==> src/rtl/pcie_dll_rx_seq.sv <==
`default_nettype none
// ============================================================================
// Module   : pcie_dll_rx_seq
// Purpose  : PCIe DLL receive path: LCRC/sequence check, RX buffer, Ack/Nak.
//            Optional statistics counters when DLL_RX_STATS_EN is defined.
// Revision : 1.0 - initial release
// ============================================================================
module pcie_dll_rx_seq #(
    parameter int TL_W       = 256,
    parameter int FIFO_DEPTH = 16,
    parameter int ACK_LAT    = 64,
    parameter int SEQ_W      = 12
) (
    input  logic                          clk,
    input  logic                          rst_n,
    input  logic                          tlp_valid_i,
    input  logic [TL_W+47:0]              tlp_i,
    input  logic                          lcrc_ok_i,
    output logic                          tlp_ready_o,
    output logic                          tl_valid_o,
    output logic [TL_W-1:0]               tl_data_o,
    input  logic                          tl_ready_i,
    output logic                          dllp_valid_o,
    output logic                          dllp_nak_o,
    output logic [SEQ_W-1:0]              dllp_seq_o,
    input  logic                          dllp_ready_i,
`ifdef DLL_RX_STATS_EN
    output logic [15:0]                   stat_bad_crc_o,
    output logic [15:0]                   stat_dup_o,
    output logic [15:0]                   stat_nak_o,
`endif
    output logic [$clog2(FIFO_DEPTH):0]   credits_o
);

    localparam int                c_AW     = $clog2(FIFO_DEPTH);
    localparam int                c_CW     = c_AW + 1;
    localparam int                c_TW     = (ACK_LAT > 1) ? $clog2(ACK_LAT) : 1;
    localparam logic [c_CW-1:0]   c_DEPTH  = c_CW'(FIFO_DEPTH);
    localparam logic [c_TW-1:0]   c_LAT_M1 = c_TW'(ACK_LAT - 1);
    localparam logic [SEQ_W-1:0]  c_HALF   = {1'b1, {(SEQ_W-1){1'b0}}};
    localparam logic [SEQ_W-1:0]  c_ONE    = SEQ_W'(1);

    typedef enum logic [1:0] {
        S_IDLE     = 2'd0,
        S_SEND_ACK = 2'd1,
        S_SEND_NAK = 2'd2
    } state_t;

    state_t             r_state;
    logic [SEQ_W-1:0]   r_next_seq;
    logic               r_nak_sched;
    logic               r_nak_pend;
    logic               r_ack_pending;
    logic               r_ack_force;
    logic [c_TW-1:0]    r_ack_timer;

    logic [TL_W-1:0]    r_mem [0:FIFO_DEPTH-1];
    logic [c_AW-1:0]    r_wr_ptr;
    logic [c_AW-1:0]    r_rd_ptr;
    logic [c_CW-1:0]    r_count;
    logic [c_CW-1:0]    w_count_nxt;

    logic [SEQ_W-1:0]   w_seq;
    logic [TL_W-1:0]    w_body;
    logic [SEQ_W-1:0]   w_diff;
    logic               w_accept;
    logic               w_good;
    logic               w_dup;
    logic               w_bad;
    logic               w_push;
    logic               w_pop;
    logic               w_nak_req;
    logic               w_ack_req;
    logic               w_ack_done;
    logic               w_nak_done;
    logic               w_unused;

    assign w_seq    = tlp_i[TL_W+32 +: SEQ_W];
    assign w_body   = tlp_i[32 +: TL_W];
    assign w_unused = ^{tlp_i[TL_W+47:TL_W+32+SEQ_W], tlp_i[31:0]};

    assign tlp_ready_o = (r_count != c_DEPTH);
    assign tl_valid_o  = (r_count != '0);
    assign tl_data_o   = tl_valid_o ? r_mem[r_rd_ptr] : '0;

    // Duplicates lie up to half the sequence space behind next_rcv_seq.
    assign w_accept  = tlp_valid_i & tlp_ready_o;
    assign w_diff    = r_next_seq - w_seq;
    assign w_good    = lcrc_ok_i && (w_seq == r_next_seq);
    assign w_dup     = lcrc_ok_i && (w_diff != '0) && (w_diff <= c_HALF);
    assign w_bad     = !w_good && !w_dup;
    assign w_push    = w_accept & w_good;
    assign w_pop     = tl_valid_o & tl_ready_i;
    assign w_nak_req = w_accept & w_bad & ~r_nak_sched;

    assign w_ack_req  = r_ack_force | (r_ack_pending & (r_ack_timer == c_LAT_M1));
    assign w_ack_done = (r_state == S_SEND_ACK) & dllp_ready_i;
    assign w_nak_done = (r_state == S_SEND_NAK) & dllp_ready_i;

    always_comb begin
        w_count_nxt = r_count;
        if (w_push && !w_pop) begin
            w_count_nxt = r_count + c_CW'(1);
        end else if (w_pop && !w_push) begin
            w_count_nxt = r_count - c_CW'(1);
        end
    end

    always_ff @(posedge clk) begin
        if (w_push) begin
            r_mem[r_wr_ptr] <= w_body;
        end
    end

    always_ff @(posedge clk or negedge rst_n) begin
        if (!rst_n) begin
            r_wr_ptr  <= '0;
            r_rd_ptr  <= '0;
            r_count   <= '0;
            credits_o <= c_DEPTH;
        end else begin
            if (w_push) begin
                r_wr_ptr <= r_wr_ptr + c_AW'(1);
            end
            if (w_pop) begin
                r_rd_ptr <= r_rd_ptr + c_AW'(1);
            end
            r_count   <= w_count_nxt;
            credits_o <= c_DEPTH - w_count_nxt;
        end
    end

    always_ff @(posedge clk or negedge rst_n) begin
        if (!rst_n) begin
            r_state       <= S_IDLE;
            r_next_seq    <= '0;
            r_nak_sched   <= 1'b0;
            r_nak_pend    <= 1'b0;
            r_ack_pending <= 1'b0;
            r_ack_force   <= 1'b0;
            r_ack_timer   <= '0;
            dllp_valid_o  <= 1'b0;
            dllp_nak_o    <= 1'b0;
            dllp_seq_o    <= '0;
        end else begin
            if (w_push) begin
                r_next_seq  <= r_next_seq + c_ONE;
                r_nak_sched <= 1'b0;
            end
            if (w_nak_req) begin
                r_nak_sched <= 1'b1;
            end

            // A Nak carries the same AckNak_Seq_Num, so it also retires a coalesced Ack.
            if (w_ack_done || w_nak_done) begin
                r_ack_pending <= 1'b0;
                r_ack_force   <= 1'b0;
                r_ack_timer   <= '0;
            end else if (r_ack_pending && (r_ack_timer != c_LAT_M1)) begin
                r_ack_timer <= r_ack_timer + c_TW'(1);
            end
            if (w_push) begin
                r_ack_pending <= 1'b1;
            end
            if (w_accept && w_dup) begin
                r_ack_force <= 1'b1;
            end

            if (w_nak_done) begin
                r_nak_pend <= 1'b0;
            end
            if (w_nak_req) begin
                r_nak_pend <= 1'b1;
            end

            case (r_state)
                S_IDLE: begin
                    if (r_nak_pend) begin
                        r_state      <= S_SEND_NAK;
                        dllp_valid_o <= 1'b1;
                        dllp_nak_o   <= 1'b1;
                        dllp_seq_o   <= r_next_seq - c_ONE;
                    end else if (w_ack_req) begin
                        r_state      <= S_SEND_ACK;
                        dllp_valid_o <= 1'b1;
                        dllp_nak_o   <= 1'b0;
                        dllp_seq_o   <= r_next_seq - c_ONE;
                    end
                end
                S_SEND_ACK, S_SEND_NAK: begin
                    if (dllp_ready_i) begin
                        r_state      <= S_IDLE;
                        dllp_valid_o <= 1'b0;
                        dllp_nak_o   <= 1'b0;
                    end
                end
                default: begin
                    r_state      <= S_IDLE;
                    dllp_valid_o <= 1'b0;
                    dllp_nak_o   <= 1'b0;
                end
            endcase
        end
    end

`ifdef DLL_RX_STATS_EN
    always_ff @(posedge clk or negedge rst_n) begin
        if (!rst_n) begin
            stat_bad_crc_o <= '0;
            stat_dup_o     <= '0;
            stat_nak_o     <= '0;
        end else begin
            if (w_accept && !lcrc_ok_i && (stat_bad_crc_o != 16'hFFFF)) begin
                stat_bad_crc_o <= stat_bad_crc_o + 16'd1;
            end
            if (w_accept && w_dup && (stat_dup_o != 16'hFFFF)) begin
                stat_dup_o <= stat_dup_o + 16'd1;
            end
            if (w_nak_done && (stat_nak_o != 16'hFFFF)) begin
                stat_nak_o <= stat_nak_o + 16'd1;
            end
        end
    end
`endif

endmodule
`default_nettype wire

==> config.mk <==
export PLATFORM = sky130hd
export DESIGN_NAME = pcie_dll_rx_seq
export DESIGN_NICKNAME = d
export VERILOG_FILES = /design/src/rtl/pcie_dll_rx_seq.sv
export SDC_FILE = /design/constraint.sdc
export NUM_CORES = 2
export LEC_CHECK = 0
export BUFFER_PORTS_ARGS = -buffer_cell sky130_fd_sc_hd__buf_2
export CAP_MARGIN = 20
export CORE_UTILIZATION = 53
export CTS_CLUSTER_SIZE = 16
export DETAILED_ROUTE_END_ITERATION = 8
export GPL_TIMING_DRIVEN = 0
export PLACE_DENSITY = 0.7
export SYNTH_ARGS = -nofsm -noshare
export SYNTH_HDL_FRONTEND = slang
export SYNTH_SLANG_ARGS = --single-unit
==> constraint.sdc <==
create_clock -name clk -period 11.8 [get_ports clk]
set_clock_uncertainty 0.05 [all_clocks]
set_input_delay 2.36 -clock clk [delete_from_list [all_inputs] [get_ports clk]]
set_output_delay 2.36 -clock clk [all_outputs]
set_load 0.02 [all_outputs]
Word-level counts from Yosys, hierarchy flattened

Memories as Yosys holds them, arrays and structs flattened.
Cells that the tools add are included.
W data, S select, Z words.

Bits in registers: 56
Latch bits: 0
RAM bits: 4096
Bits in read-only memories: 0
Input port bits: 310
Output and inout port bits: 277
Word-level logic and storage cells: 95
Memories: 1

Memories:

| name  | depth | bits a word | rd ports | clocked after Yosys merged registers in | write ports | line | text |
|---|---|---|---|---|---|---|---|
| r_mem | 16    | 256         | 1        | 0                                       | 1           | 57   | `logic [TL_W-1:0] r_mem [0:FIFO_DEPTH-1];` |

$add $sub $neg: 9
$mul: 0
Div/mod/pow operators: 0
Magnitude comparators: 1
Equal/unequal tests: 8
Shifts and indexed selects: 0
Muxes and demuxes: 27
Bitwise logic cells: 10
Reduce and logical (&&, ||, !) cells: 25

Operators with widths:

| operator                | count |
|---|---|
| $mux W256               | 1 |
| $mux W12                | 2 |
| $mux W1                 | 14 |
| $add A12 B1 Y12 const B | 1 |
| $eq A12 B12 Y1          | 1 |
| $le A12 B12 Y1 const B  | 1 |
| $mux W6                 | 2 |
| $reduce_bool A12 Y1     | 1 |
| $reduce_bool A2 Y1      | 6 |
| $sub A12 B1 Y12 const B | 1 |
| $sub A12 B12 Y12        | 1 |
| $mux W5                 | 2 |
| $add A4 B1 Y4 const B   | 2 |
| $and A1 B1 Y1           | 8 |
| $logic_and A1 B1 Y1     | 8 |
| $add A6 B1 Y6 const B   | 1 |
| $eq A6 B6 Y1 const B    | 1 |
| $mux W2                 | 3 |
| $ne A6 B6 Y1 const B    | 1 |
| $add A5 B1 Y5 const B   | 1 |
| $ne A5 B5 Y1 const B    | 1 |
| $reduce_bool A5 Y1      | 1 |
| $sub A5 B1 Y5 const B   | 1 |
| $sub A5 B5 Y5 const A   | 1 |
| 13 further kinds        | 18 |

Longest topological paths before layout

Word-level depth: 9
Mapped depth: 13

Least setup slack after synthesis

OpenSTA, ideal clock, no wires.

Path kind: input -> register
Start: input tlp_i[295]
End: memory r_mem[0][0] (enable)
Library setup time: 0.650 ns
Arrival: 9.711 ns
Data required time: 11.100 ns
Slack: 1.388 ns
Cell stages on the path: 10
Path buffers: 2
Path through: inv_1 > ha_1 > buf_4 > nand4_2 > nor3_1 > and3_1 > clkbuf_1 > nor2b_1 > nor2b_1 > and2_1

Longest elaborated chain between the ends: 5

Ends and longest elaborated chain:

| what                          | line | text |
|---|---|---|
| start, declared               | 17   | `input logic [TL_W+47:0] tlp_i,` |
| $eq A12 B12 Y1                | 89   | `assign w_good = lcrc_ok_i && (w_seq == r_next_seq);` |
| $logic_and A1 B1 Y1           | 89   |  |
| $and A1 B1 Y1                 | 92   | `assign w_push = w_accept & w_good;` |
| $mux W1                       | 110  | `if (w_push) begin` |
| $mux W1 (implied by the code) | 111  | `r_mem[r_wr_ptr] <= w_body;` |
| end, declared                 | 57   |  |

Every way passes these cells.

Worst setup path in the final report

Start: register r_rd_ptr[1]
End: output tl_data_o[163]

Longest elaborated chain between the ends: 2

Ends and longest elaborated chain:

| what                   | line | text |
|---|---|---|
| start, declared        | 59   | `logic [c_AW-1:0] r_rd_ptr;` |
| start signal, assigned | 126  | `r_rd_ptr <= r_rd_ptr + c_AW'(1);` |
| $mem_v2 Z16 W256       | -    |  |
| $mux W256              | 84   | `assign tl_data_o = tl_valid_o ? r_mem[r_rd_ptr] : '0;` |
| end, declared          | 21   | `output logic [TL_W-1:0] tl_data_o,` |

Every way passes these cells.

==> results.py <==
metrics = {
    "synth": {
        "synth_edf_count": 4096,
        "synthesis.area_sq_um": 158300,
        "ys_ff_latch": 4150,
        "synthArstFlopShare_pct": 1.301,
        "synth_top_area_share_pct": 77.68,
        "synth_nets": 6676,
        "avgSynthCellArea_sq_um": 24.97,
        "ys_warn_count": 0,
        "synth_cell_type_count": 53,
        "postSynthCellCount": 6341,
        "synthFlopType": "edfxtp_1",
        "yosysSeqAreaShare_pct": 78.53,
        "synth_top_cell_by_area": "edfxtp_1",
        "synth_area_leaders": "edfxtp_1, mux4_2, and2_1, dfrtp_1, clkbuf_1",
    },
    "setup_path": {
        "required_ns": 9.39,
        "r2r-end": "r_mem[5][203]",
        "start_kind": "flop",
        "critPathMaxFanout": 10,
        "path_class": "flop to output port",
        "arrival_ns": 5.12,
        "ff2ff_setup_slack_ns": 7.12,
        "cp-end-kind": "output port",
        "r2r_start": "r_count[0]",
        "r2r_cells": 13,
    },
    "clock_tree": {
        "cts_buffers": 406,
        "clock_path_buffers": 4,
        "cts_tree": "done",
        "clkTransAtPathRegs_ns": 0.06,
        "root_buffer": "clkbuf_16",
        "htree_levels": 5,
        "post_cts_buffers": 0,
        "cts_resized": 0,
        "cts_hold_buf": 0,
        "cts_sinks": 4150,
        "clk_latency_ns": 0.91,
    },
    "finish": {
        "final_common_cell": "edfxtp_1",
        "nets": 7772,
        "final_cell_mix": "edfxtp_1, mux4_2, buf_2",
        "fin_area_sq_um": 182900,
        "multi_input_area_sq_um": 32430,
        "seqCellArea_sq_um": 124400,
        "drive_above_1_share_pct": 34.97,
        "synthToLayoutAreaGrowth_pct": 15.49,
        "fill_cells": 19540,
    },
    "floorplan": {
        "die-area_sq_um": 300900,
        "core_sq_um": 297000,
        "rows": 200,
        "start_util_pct": 53.31,
        "ios": 587,
        "die_x_microns": 548.6,
        "dieHeight_microns": 548.6,
    },
    "timing": {
        "maxSlewViolCount": 0,
        "whs_ns": 0.4339,
        "hold_violations": 0,
        "fin_crit_ns": 7.529,
        "worstMarginPinSlew_ns": 1.126,
        "fin_setup_tns_ns": 0,
        "max_freq_ghz": 0.1328,
        "fin_crit_sh_pct": 63.81,
        "setup_viol": 0,
        "rsz0062_at_grt": "false",
        "relSlewSlack_pct": 24.93,
    },
    "hold_path": {
        "holdPathStages": 2,
        "worst_hold_startpoint": "dllp_seq_o[7]",
        "min_to": "dllp_seq_o[7]",
        "hold_path_class": "flop to flop",
    },
    "detailed_routing": {
        "drc": 0,
        "first_pass_iters": 5,
        "drtAntennaViolNets": 0,
        "drt_iter0_markers": 9221,
        "drt-total-wl_microns": 400500,
        "avgViaCountPerCell": 6.348,
        "via_count": 74760,
        "wl_per_cell_microns": 34.01,
    },
    "grt": {
        "antenna_found_initial": 145,
        "grt_pass1_vias": 75930,
        "grt_first_pass_wirelength_microns": 562000,
        "grt_use_total_pct": 26.66,
        "grt_max_degree": 46,
        "grt.overflow.total": 0,
    },
    "status": {
        "status": "finished clean",
    },
    "power_and_ir_drop": {
        "p_sw_share_pct": 30.60,
        "vdd_ir_drop_max_v": 0.0001233,
        "internal_power_mw": 29.39,
        "switchingPower_mw": 12.96,
        "power_frac_seq_pct": 38.4,
        "comb_power_share_pct": 31.2,
        "powerDensity_nw_per_um2": 231.6,
        "power_frac_clock_pct": 30.4,
        "cellLeakagePower_nw": 57.93,
    },
    "placement": {
        "place.gp.congestion": 0.7500,
        "hpwl_microns": 239600,
        "placed_area_sq_um": 169400,
        "portBuffers": 550,
    },
    "flow_run": {
        "drv_cap": 0,
    },
}
[synthesized netlist by cell type (2+ instances only)]
cell,number
nor2_1,36
nor3b_2,2
xor2_1,18
and3_1,7
buf_1,23
o22ai_1,2
xnor2_1,25
nor4_1,4
nand2_1,44
ha_1,25
inv_1,26
nand3_1,11
buf_6,17
a211oi_1,3
a21o_1,3
nor3_1,11
mux2i_1,3
and2_1,271
a21oi_1,11
buf_4,2
clkbuf_1,186
edfxtp_1,4096
nand4_1,13
dfrtp_1,53
nor2b_1,8
mux4_2,1280
nand2b_1,10
a31oi_1,3
o21ai_0,20
or3_1,2
buf_2,104
[worst max-delay path by stage]
stage                            from              to  cells after the start
after CTS                 r_rd_ptr[1]   tl_data_o[87]                      9
after global routing      r_rd_ptr[1]  tl_data_o[162]                      8
after floorplan            tlp_i[295]     r_mem[0][0]                     10
final                     r_rd_ptr[1]  tl_data_o[163]                      8
after detailed placement   tlp_i[294]   r_mem[5][199]                     14
after global placement     tlp_i[294]   r_mem[0][201]                     10
[state kept, by name, indices dropped and copies added, names as in the netlist]
signal	cells
r_ack_force	1
r_nak_pend	1
r_wr_ptr	4
r_mem	4096
dllp_seq_o	12
credits_o	4
r_rd_ptr	4
r_ack_pending	1
dllp_nak_o	1
r_count	5
r_ack_timer	6
r_state	1
r_next_seq	12
r_nak_sched	1
dllp_valid_o	1
[per-layer routing]
metal  part of all wire [%]  track usage (%)
met1                     38            36.53
met2                     49            42.65
met3                    9.6            5.839
met4                    3.6            9.782
met5                   0.13                0
[through the flow]
stage | instances | power (mW) | setup WS (ns) | utilization [%]
2_1_floorplan | 6341 | 25.04 | 1.388 | -
3_3_place_gp | 10830 | 29.65 | -7.490 | 55.89
3_5_place_dp | 10960 | 29.88 | 5.074 | 57.03
4_1_cts | 11710 | 42.69 | 4.208 | 61.48
5_1_grt | 11740 | 43.69 | 4.093 | 61.53
6_report | 11780 | 42.35 | 4.271 | 61.56
[cells by family after synthesis]
group	count (synthesis)	share of synthesized area (%)
and+or+nand+nor	423	1.542
DFF	4150	78.53
xor gates and xnor gates	44	0.2481
muxes	1284	18.23
AOI/OAI and AO/OA	56	0.2252
adders and majority gates	26	0.2039
buffers and inverters	358	1.016
[critical path, stage by stage (launching register included)]
cell and delay [ns]:
dfrtp_1 0.35, buf_2 0.33, buf_2 0.61, clkbuf_2 0.81
clkbuf_1 0.74, mux4_2 0.41, mux4_2 0.54, and2_1 0.19
buf_2 0.15
[layout make-up]
| type | instances | area share [%] |
|---|---|---|
| Inverter | 26 | 0.05337 |
| Tap cell | 3939 | 2.695 |
| Multi-Input combinational cell | 1833 | 17.74 |
| Antenna cell | 63 | 0.08621 |
| Sequential cell | 4150 | 68.00 |
| Clock inverter | 259 | 1.492 |
| Timing Repair Buffer | 688 | 3.353 |
| Clock buffer | 487 | 5.745 |
| Buffer | 332 | 0.8368 |
[power by group through the flow]
stage          logic, mW  registers (mW)  clock network [mW]
6_report            13.2            16.2                12.9
5_1_grt             13.9            16.2                13.6
4_1_cts             13.4            16.3                13.0
3_5_place_dp        13.3            16.6                   0
3_3_place_gp        13.1            16.6                   0
2_1_floorplan       8.46            16.6                   0
Power figures use the tool's default switching activity.
